**config.mk**
```make
export PLATFORM = sky130hd
export DESIGN_NAME = spgd_step_sequencer
export DESIGN_NICKNAME = d
export VERILOG_FILES = /design/src/rtl/spgd_pkg.sv /design/src/rtl/spgd_delay_timer.sv /design/src/rtl/spgd_step_sequencer.sv
export SDC_FILE = /design/constraint.sdc
export NUM_CORES = 1
export LEC_CHECK = 0
export BUFFER_PORTS_ARGS = -buffer_cell sky130_fd_sc_hd__buf_2
export CORE_ASPECT_RATIO = 0.6
export CORE_UTILIZATION = 62
export DETAILED_ROUTE_END_ITERATION = 8
export GPL_TIMING_DRIVEN = 0
export PLACE_DENSITY = 0.92
export SLEW_MARGIN = 20
export SYNTH_ARGS = -nofsm -noshare
export SYNTH_HDL_FRONTEND = slang
export SYNTH_SLANG_ARGS = --single-unit
```
**constraint.sdc**
```tcl
create_clock -name clk -period 5.68 [get_ports clk]
set_input_delay 1.704 -clock clk [delete_from_list [all_inputs] [get_ports clk]]
set_output_delay 1.704 -clock clk [all_outputs]
set_load 0.03 [all_outputs]
```
**src/rtl/spgd_pkg.sv**
```systemverilog
// Shared types and default widths for the SPGD step sequencer.
package spgd_pkg;

    localparam int unsigned SPGD_CNT_W  = 16;
    localparam int unsigned SPGD_ITER_W = 16;

    // Phase states of one SPGD iteration
    typedef enum logic [2:0] {
        ST_IDLE     = 3'd0,
        ST_APPLY_P  = 3'd1,
        ST_SETTLE_P = 3'd2,
        ST_SAMPLE_P = 3'd3,
        ST_APPLY_N  = 3'd4,
        ST_SETTLE_N = 3'd5,
        ST_SAMPLE_N = 3'd6,
        ST_UPDATE   = 3'd7
    } spgd_seq_state_t;

endpackage

```
**src/rtl/spgd_delay_timer.sv**
```systemverilog
// Reloadable down-counter: a load of N yields a window of max(N,1) cycles,
// with expire high on the last cycle of the window (and whenever idle at 0).
module spgd_delay_timer
    import spgd_pkg::*;
#(
    parameter int unsigned CNT_W = SPGD_CNT_W
) (
    input  logic             clk,
    input  logic             rst_n,
    input  logic             load,
    input  logic [CNT_W-1:0] value,
    output logic             expire
);

    logic [CNT_W-1:0] count_q;

    // Load N-1 (saturating at 0), otherwise count down to 0 and hold
    always_ff @(posedge clk or negedge rst_n) begin
        if (!rst_n) begin
            count_q <= '0;
        end else if (load) begin
            count_q <= (value == '0) ? '0 : value - CNT_W'(1);
        end else if (count_q != '0) begin
            count_q <= count_q - CNT_W'(1);
        end
    end

    assign expire = (count_q == '0);

endmodule

```
**src/rtl/spgd_step_sequencer.sv**
```systemverilog
// Scheduler owning all SPGD phase strobes: +delta, settle, sample,
// -delta, settle, sample, update; repeated n_iter times or until abort.
module spgd_step_sequencer
    import spgd_pkg::*;
#(
    parameter int unsigned CNT_W  = SPGD_CNT_W,
    parameter int unsigned ITER_W = SPGD_ITER_W
) (
    input  logic              clk,
    input  logic              rst_n,
    input  logic              start,
    input  logic              abort,
    input  logic [CNT_W-1:0]  settle_cycles,
    input  logic [CNT_W-1:0]  sample_cycles,
    input  logic [ITER_W-1:0] n_iter,
    output logic              pert_sign,
    output logic              dac_load,
    output logic              adc_sample_en,
    output logic              metric_p_latch,
    output logic              metric_n_latch,
    output logic              update_en,
    output logic              busy,
    output logic              done,
    output logic [ITER_W-1:0] iter_cnt
);

    spgd_seq_state_t   state_q, state_d;

    logic [CNT_W-1:0]  settle_sh_q;
    logic [CNT_W-1:0]  sample_sh_q;
    logic [ITER_W-1:0] n_iter_sh_q;
    logic [ITER_W-1:0] iter_cnt_q;
    logic [ITER_W-1:0] iter_inc;
    logic              done_q;

    logic              accept;
    logic              last_iter;
    logic              timer_load;
    logic [CNT_W-1:0]  timer_value;
    logic              timer_expire;

    // Run acceptance and end-of-run detection
    always_comb begin
        accept    = (state_q == ST_IDLE) && start && !abort;
        iter_inc  = iter_cnt_q + ITER_W'(1);
        last_iter = (n_iter_sh_q != '0) && (iter_inc == n_iter_sh_q);
    end

    // Single timer shared by all settle and sample windows
    spgd_delay_timer #(
        .CNT_W (CNT_W)
    ) u_timer (
        .clk    (clk),
        .rst_n  (rst_n),
        .load   (timer_load),
        .value  (timer_value),
        .expire (timer_expire)
    );

    // State register
    always_ff @(posedge clk or negedge rst_n) begin
        if (!rst_n) begin
            state_q <= ST_IDLE;
        end else begin
            state_q <= state_d;
        end
    end

    // Next-state, timer reload and phase-strobe decode
    always_comb begin
        state_d        = state_q;
        timer_load     = 1'b0;
        timer_value    = '0;
        pert_sign      = 1'b0;
        dac_load       = 1'b0;
        adc_sample_en  = 1'b0;
        metric_p_latch = 1'b0;
        metric_n_latch = 1'b0;
        update_en      = 1'b0;
        busy           = (state_q != ST_IDLE);

        case (state_q)
            ST_IDLE: begin
                if (accept) begin
                    state_d = ST_APPLY_P;
                end
            end
            ST_APPLY_P: begin
                dac_load    = 1'b1;
                timer_load  = 1'b1;
                timer_value = settle_sh_q;
                state_d     = ST_SETTLE_P;
            end
            ST_SETTLE_P: begin
                if (timer_expire) begin
                    timer_load  = 1'b1;
                    timer_value = sample_sh_q;
                    state_d     = ST_SAMPLE_P;
                end
            end
            ST_SAMPLE_P: begin
                adc_sample_en = 1'b1;
                if (timer_expire) begin
                    metric_p_latch = 1'b1;
                    state_d        = ST_APPLY_N;
                end
            end
            ST_APPLY_N: begin
                pert_sign   = 1'b1;
                dac_load    = 1'b1;
                timer_load  = 1'b1;
                timer_value = settle_sh_q;
                state_d     = ST_SETTLE_N;
            end
            ST_SETTLE_N: begin
                pert_sign = 1'b1;
                if (timer_expire) begin
                    timer_load  = 1'b1;
                    timer_value = sample_sh_q;
                    state_d     = ST_SAMPLE_N;
                end
            end
            ST_SAMPLE_N: begin
                pert_sign     = 1'b1;
                adc_sample_en = 1'b1;
                if (timer_expire) begin
                    metric_n_latch = 1'b1;
                    state_d        = ST_UPDATE;
                end
            end
            ST_UPDATE: begin
                update_en = 1'b1;
                state_d   = last_iter ? ST_IDLE : ST_APPLY_P;
            end
            default: begin
                state_d = ST_IDLE;
            end
        endcase

        // Abort overrides any transition out of a busy state
        if (abort && (state_q != ST_IDLE)) begin
            state_d    = ST_IDLE;
            timer_load = 1'b0;
        end
    end

    // Shadow configuration, iteration counter and done strobe
    always_ff @(posedge clk or negedge rst_n) begin
        if (!rst_n) begin
            settle_sh_q <= '0;
            sample_sh_q <= '0;
            n_iter_sh_q <= '0;
            iter_cnt_q  <= '0;
            done_q      <= 1'b0;
        end else begin
            done_q <= 1'b0;
            if (accept) begin
                settle_sh_q <= settle_cycles;
                sample_sh_q <= sample_cycles;
                n_iter_sh_q <= n_iter;
                iter_cnt_q  <= '0;
            end else if ((state_q == ST_UPDATE) && !abort) begin
                iter_cnt_q <= iter_inc;
                done_q     <= last_iter;
            end
        end
    end

    assign done     = done_q;
    assign iter_cnt = iter_cnt_q;

endmodule

```
==> flow_summary.ini, run 1 <==
[global_route]
gr-total-overflow = 0
grt_pass1_wl_microns = 23500
antenna_found_initial = 0
grt_start_max_net_pins = 56
grt_pass1_vias = 4493
groute.usage.overall_pct = 36.2

[job]
max_cap_viol = 0

[place]
placement.io_buffers = 75
weighted_congestion_reported_at_the_end_of_routability_driven_placement = 1.01
detailed_place_hpwl_microns = 10800
placement.setup.worst_slack_ps = 1370
placed_cell_area_sq_mm = 0.00562

[clock_network]
tritoncts.num_buffers = 9
clk_pin_slew_worst_paths_ps = 60
clkLatencyLatePin_ps = 350
cts_buffer_depth = 2
post_cts_buffers = 0
ctsHtreeMaxLevel = 3
cts_resized = 0
tritoncts_clock_tree = done
cts-root-buf = sky130_fd_sc_hd__clkbuf_16
clock-sinks = 84
cts-hold-fix-buffers = 0

[routing]
final_ant_viol_nets = 0
number_of_drc_markers_in_iteration_0 = 561
totalWireLength_microns = 14800
wire_per_inst_microns = 20.6
total_via_count_after_detailed_routing = 4723
drcViolationCount = 2
drt-pass1-iter-count = 8
average_via_count_per_standard_cell = 6.56

[timing]
final.setup_skew_ps = 6.50
relative_slew_slack_pct = 47.5
fin_ws_ps = 1240
number_of_endpoints_failing_setup_at_the_final_stage = 0
rsz0062_at_grt = false
slew_limit_fails = 0
number_of_hold_slack_violations_in_the_final_timing_report = 0
setup_tns_final_ps = 0
min_period_ps = 4440
fmax_mhz = 225
tightestPinTransition_ps = 782
final_min_period_over_clock_period_pct = 78.1

[hold_path]
min_path_type = register to register
worstHoldEndpoint = sample_sh_q[14]
hold-path-cell-count = 1
min-delay-start = sample_sh_q[14]

[logic_synthesis]
netlist_area_sq_mm = 0.00508
yosys-top-cells-area = sky130_fd_sc_hd__dfrtp_1 (41%), sky130_fd_sc_hd__mux2_2 (11%), sky130_fd_sc_hd__xnor2_1 (5.0%)
synth_top_cell_area_share_pct = 41.4
synth_cell_types = 65
synth_seq_cells = 84
most_frequently_used_flop_master_after_synthesis = sky130_fd_sc_hd__dfrtp_1
synth.yosys.warnings = 0
proportion_of_register_bits_with_asynchronous_set_or_reset_after_synthesis_pct = 100
ys_seq_area_share_pct = 41.4
synth_area_leader_cell = sky130_fd_sc_hd__dfrtp_1
synthesis.area_per_instance_sq_um = 9.77
syn_inst = 520
synth_enable_flop_cells = 0
syn_nets = 577

[critical_path]
cp-end-kind = output port
cp_max_fo = 4
r2r_slack_ps = 1400
r2r_start = state_q[1]
required_ps = 3980
worst-setup-path-type = register to output port
worst-endpoint-arrival_ps = 2730
reg2regPathDepth = 12
setup.worst_path.start_class = register
worstReg2RegEnd = u_timer.count_q[14]

[power]
power.share.sequential_pct = 41.0
total_switching_power_mw = 0.928
pwr-share-comb_pct = 32.5
ir_worst_vdd_mv = 0.359
switching_share_pct = 36.6
pwr_density_cell_mw_per_mm2 = 425
power_mw = 2.54
pleak_nw = 2.54
intPower_mw = 1.61
p_clk_share_pct = 26.5

[layout]
design_area_sq_mm = 0.00597
utilization_pct = 75.4
n_antenna_cell = 0
num-nets-final = 664
area_delta_synth_final_pct = 17.5
final_layout_size_suffix_gt1_share_pct = 27.3

[status]
run_status = complete, but fails checks
violations = DRC

[die]
core_region_sq_mm = 0.00791
total_die_area_sq_mm = 0.00857
die_h_microns = 72.1
rows = 25
ios = 76
floorplan.initialDensity_pct = 64.2
die_w_microns = 119
cell families after synthesis:
group           count (synthesis)  share of synthesized area, %
compound gates                128                          16.4
xor+xnor                       44                          7.59
fa+ha+maj                       6                          1.43
buf+inv                        37                          2.88
flops                          84                          41.4
mux                            49                          10.8
simple gates                  172                          19.4
cell usage after synthesis, drive strengths merged, types with 6 or more instances:
cell and count:
a21oi 15, a22oi 12, buf 8, clkbuf 19
dfrtp 84, inv 9, mux2 48, nand2 40
nand2b 7, nand3 9, nor2 36, nor3 21
nor4 15, o21ai 41, o22ai 18, o31ai 9
or4 6, xnor2 29, xor2 15
metrics by stage:
stage          instances  hold slack [ps]
6_report             720              538
3_3_place_gp         703              514
5_1_grt              720              565
2_1_floorplan        520              495
3_5_place_dp         704              519
4_1_cts              720              533
worst max-delay path: stages (launching register included):
cell and delay, ps:
sky130_fd_sc_hd__dfrtp_1 410, sky130_fd_sc_hd__or4_4 580, sky130_fd_sc_hd__or2_4 300, sky130_fd_sc_hd__nor3_1 490, sky130_fd_sc_hd__nor3b_1 350, sky130_fd_sc_hd__buf_2 260
cell usage in the layout (no fill, tap or decap), types with 12 or more instances in the layout:
cell type                  count
sky130_fd_sc_hd__nor3_1       20
sky130_fd_sc_hd__o22ai_1      18
sky130_fd_sc_hd__buf_2        80
sky130_fd_sc_hd__nor2_1       36
sky130_fd_sc_hd__o21ai_0      39
sky130_fd_sc_hd__xor2_1       15
sky130_fd_sc_hd__a21oi_1      15
sky130_fd_sc_hd__a22oi_1      12
sky130_fd_sc_hd__nand2_1      39
sky130_fd_sc_hd__dfrtp_1      84
sky130_fd_sc_hd__xnor2_1      29
sky130_fd_sc_hd__clkbuf_1     19
sky130_fd_sc_hd__mux2_2       48
layer usage:
layer  track usage (%)  wire [microns]
met1              50.2            6390
met2              51.6            6160
met3              15.9            2070
met4              9.85             223
met5                 0               0
registers in the layout, indices dropped and copies added (netlist names):
register and count:
iter_cnt 16, n_iter_sh_q 16, sample_sh_q 16, settle_sh_q 16
u_timer.count_q 16, state_q 3, done 1
power by group through the flow:
| stage | Combinational, mW | Clock, mW | Sequential [mW] |
|---|---|---|---|
| after detailed placement | 0.795 | 0 | 1.03 |
| final | 0.826 | 0.672 | 1.04 |
| after global placement | 0.760 | 0 | 1.02 |
| after floorplan | 0.615 | 0 | 0.950 |
| after global routing | 0.898 | 0.692 | 1.06 |
| after CTS | 0.806 | 0.675 | 1.03 |
final cells by class:
type                            count  area (sq um)
Buffer                             27           109
Clock buffer                       12           267
Clock inverter                      4          77.6
Fill cell                         553          1940
Inverter                           10          37.5
Multi-Input combinational cell    399          2840
Sequential cell                    84          2100
Tap cell                          108           135
Timing Repair Buffer               76           405
how the worst max path moves through the flow:
stage                       start         endpoint  slack (ps)  depth (start not counted)
2_1_floorplan  u_timer.count_q[8]   metric_p_latch        1630                          4
6_report       u_timer.count_q[8]   metric_p_latch        1240                          5
3_5_place_dp                abort  settle_sh_q[10]        1370                          5
4_1_cts        u_timer.count_q[8]   metric_p_latch        1280                          5
5_1_grt        u_timer.count_q[8]   metric_p_latch        1150                          5
3_3_place_gp                abort   settle_sh_q[8]        1410                          5
Power figures use the tool's default switching activity.
==> inputs of run 2 (changes only) <==
--- a/config.mk
+++ b/config.mk
@@ -7,10 +7,10 @@
 export LEC_CHECK = 0
 export BUFFER_PORTS_ARGS = -buffer_cell sky130_fd_sc_hd__buf_2
 export CORE_ASPECT_RATIO = 0.6
-export CORE_UTILIZATION = 62
+export CORE_UTILIZATION = 52
 export DETAILED_ROUTE_END_ITERATION = 8
 export GPL_TIMING_DRIVEN = 0
-export PLACE_DENSITY = 0.92
+export PLACE_DENSITY = 0.83
 export SLEW_MARGIN = 20
 export SYNTH_ARGS = -nofsm -noshare
 export SYNTH_HDL_FRONTEND = slang
==> constraint.sdc (replaced) <==
create_clock -name clk -period 3.9 [get_ports clk]
set_input_delay 1.17 -clock clk [delete_from_list [all_inputs] [get_ports clk]]
set_output_delay 1.17 -clock clk [all_outputs]
set_load 0.03 [all_outputs]
==> flow_summary.ini, run 2 (synthesis gave the netlist of run 1 again) <==
[die]
die_w_microns = 130
total_die_area_sq_mm = 0.0102
core_region_sq_mm = 0.00932
ios = 76
die_h_microns = 78.6
floorplan.initialDensity_pct = 54.5
rows = 27

[timing]
fin_ws_ps = 181
hold_slack_ps = 540
setup_tns_final_ps = 0
relative_slew_slack_pct = 25.5
number_of_hold_slack_violations_in_the_final_timing_report = 0
fmax_mhz = 269
final.setup_skew_ps = 8.00
number_of_endpoints_failing_setup_at_the_final_stage = 0
rsz0062_at_grt = false
slew_limit_fails = 0
min_period_ps = 3720
tightestPinTransition_ps = 1110
final_min_period_over_clock_period_pct = 95.4

[power]
intPower_mw = 2.17
pwr_density_cell_mw_per_mm2 = 593
switching_share_pct = 38.4
power.share.sequential_pct = 42.6
total_switching_power_mw = 1.35
ir_worst_vdd_mv = 0.293
pleak_nw = 2.50
pwr-share-comb_pct = 34.1
p_clk_share_pct = 23.3

[routing]
final_ant_viol_nets = 0
totalWireLength_microns = 14500
total_via_count_after_detailed_routing = 4659
wire_per_inst_microns = 19.5
number_of_drc_markers_in_iteration_0 = 580
average_via_count_per_standard_cell = 6.29
drcViolationCount = 0
drt-pass1-iter-count = 6

[critical_path]
timing.critical_path.cells = or4_4 -> or2_4 -> nor4b_4 -> buf_2 -> a22oi_1 -> ha_1 -> o21ai_0 -> a21oi_1 -> a211oi_1 -> o22ai_1
crit_path_max_incr_delay_ps = 580
cp_max_fo = 10
critical_path.slowest_cell = sky130_fd_sc_hd__or4_4
worst-endpoint-arrival_ps = 3930
worst-setup-path-type = register to register
required_ps = 4110
cp-end-kind = register
setup.worst_path.start_class = register

[place]
detailed_place_hpwl_microns = 10800
place.detailed.instances = 726
placement.setup.worst_slack_ps = -158
placement.io_buffers = 75
weighted_congestion_reported_at_the_end_of_routability_driven_placement = 0.943

[global_route]
grt_pass1_vias = 4416
grt_start_max_net_pins = 44
grt_pass1_wl_microns = 23300
groute.usage.overall_pct = 30.4
gr-total-overflow = 0
antenna_found_initial = 0

[layout]
stdcell_count = 741
utilization_pct = 63.6
layout.filler_cells = 773
final_common_cell = sky130_fd_sc_hd__dfrtp_1
n_antenna_cell = 0
area_delta_synth_final_pct = 16.7
num-nets-final = 663
final_layout_size_suffix_gt1_share_pct = 27.5
layout_common_cells = sky130_fd_sc_hd__dfrtp_1 (84), sky130_fd_sc_hd__buf_2 (80), sky130_fd_sc_hd__mux2_2 (48)

[clock_network]
clock-sinks = 84
cts-hold-fix-buffers = 0
cts_buffer_depth = 2
cts-root-buf = sky130_fd_sc_hd__clkbuf_16
tritoncts_clock_tree = done
clk_pin_slew_worst_paths_ps = 60
ctsHtreeMaxLevel = 3
clkLatencyLatePin_ps = 350
post_cts_buffers = 0
tritoncts.num_buffers = 9

[job]
max_cap_viol = 0

[status]
run_status = finished clean

[hold_path]
min_path_type = register to register
-- run 2: cell count changes in the layout (fill, tap and decap cells not counted), sizes merged --
| cell | previous run | this run |
|---|---|---|
| bufinv | 2 | 0 |
| clkbuf | 31 | 28 |
| clkinv | 1 | 2 |
| clkinvlp | 0 | 3 |
-- run 2: power by group through the flow --
stage	logic (mW)	clock network [mW]	registers [mW]
floorplan	0.896	0	1.38
global placement	1.11	0	1.48
detailed placement	1.16	0	1.50
CTS	1.17	0.824	1.48
global route	1.30	0.865	1.53
finish	1.20	0.819	1.50
-- run 2: worst paths after layout --
path                                     from                 end  slack [ps]  depth (start not counted)
setup / recovery           u_timer.count_q[8]  u_timer.count_q[4]         180                         10
hold / removal                settle_sh_q[14]     settle_sh_q[14]         540                          1
setup reg to reg           u_timer.count_q[8]  u_timer.count_q[4]         180                         10
hold reg to reg               settle_sh_q[14]     settle_sh_q[14]         540                          1
max in group asynchronous               rst_n  u_timer.count_q[2]        2470                          2
min in group asynchronous               rst_n     sample_sh_q[10]         810                          1
-- run 2: timing repair --
action,CTS,global route
setup endpoints to repair,2,2
resized for setup,1,2
hold endpoints to repair,0,0
pin swaps,0,1
-- run 2: area by class of cell --
cell class | count | area, sq um | share of cell area [%]
plain buffers | 26 | 105 | 1.77
clock buffers | 10 | 229 | 3.86
clock inverters | 6 | 48.8 | 0.823
inverters | 10 | 38.8 | 0.655
multi-input cells | 399 | 2840 | 48.0
flip-flops and latches | 84 | 2100 | 35.5
well taps | 130 | 163 | 2.74
repair buffers | 76 | 398 | 6.71
-- run 2: per-layer routing --
layer	GRT usage [%]	wire, microns	vias up
li1	-	-	2102
met1	46.1	6520	2215
met2	40.7	5860	312
met3	9.54	1840	30
met4	8.49	223	0
met5	0	0	-
-- run 2: worst max-delay path: cells and delay by family, from the launching register on --
family	cells	cell delay [ps]
DFF	1	400
adders and majority gates	1	320
AOI/OAI and AO/OA	5	1060
and+or+nand+nor	3	1440
buffers and inverters	1	370
-- run 2: per-stage QoR --
step	power, mW	instance area [sq um]
CTS	3.47	5910
finish	3.52	5930
global placement	2.59	5620
floorplan	2.28	5080
detailed placement	2.65	5640
global route	3.70	5930
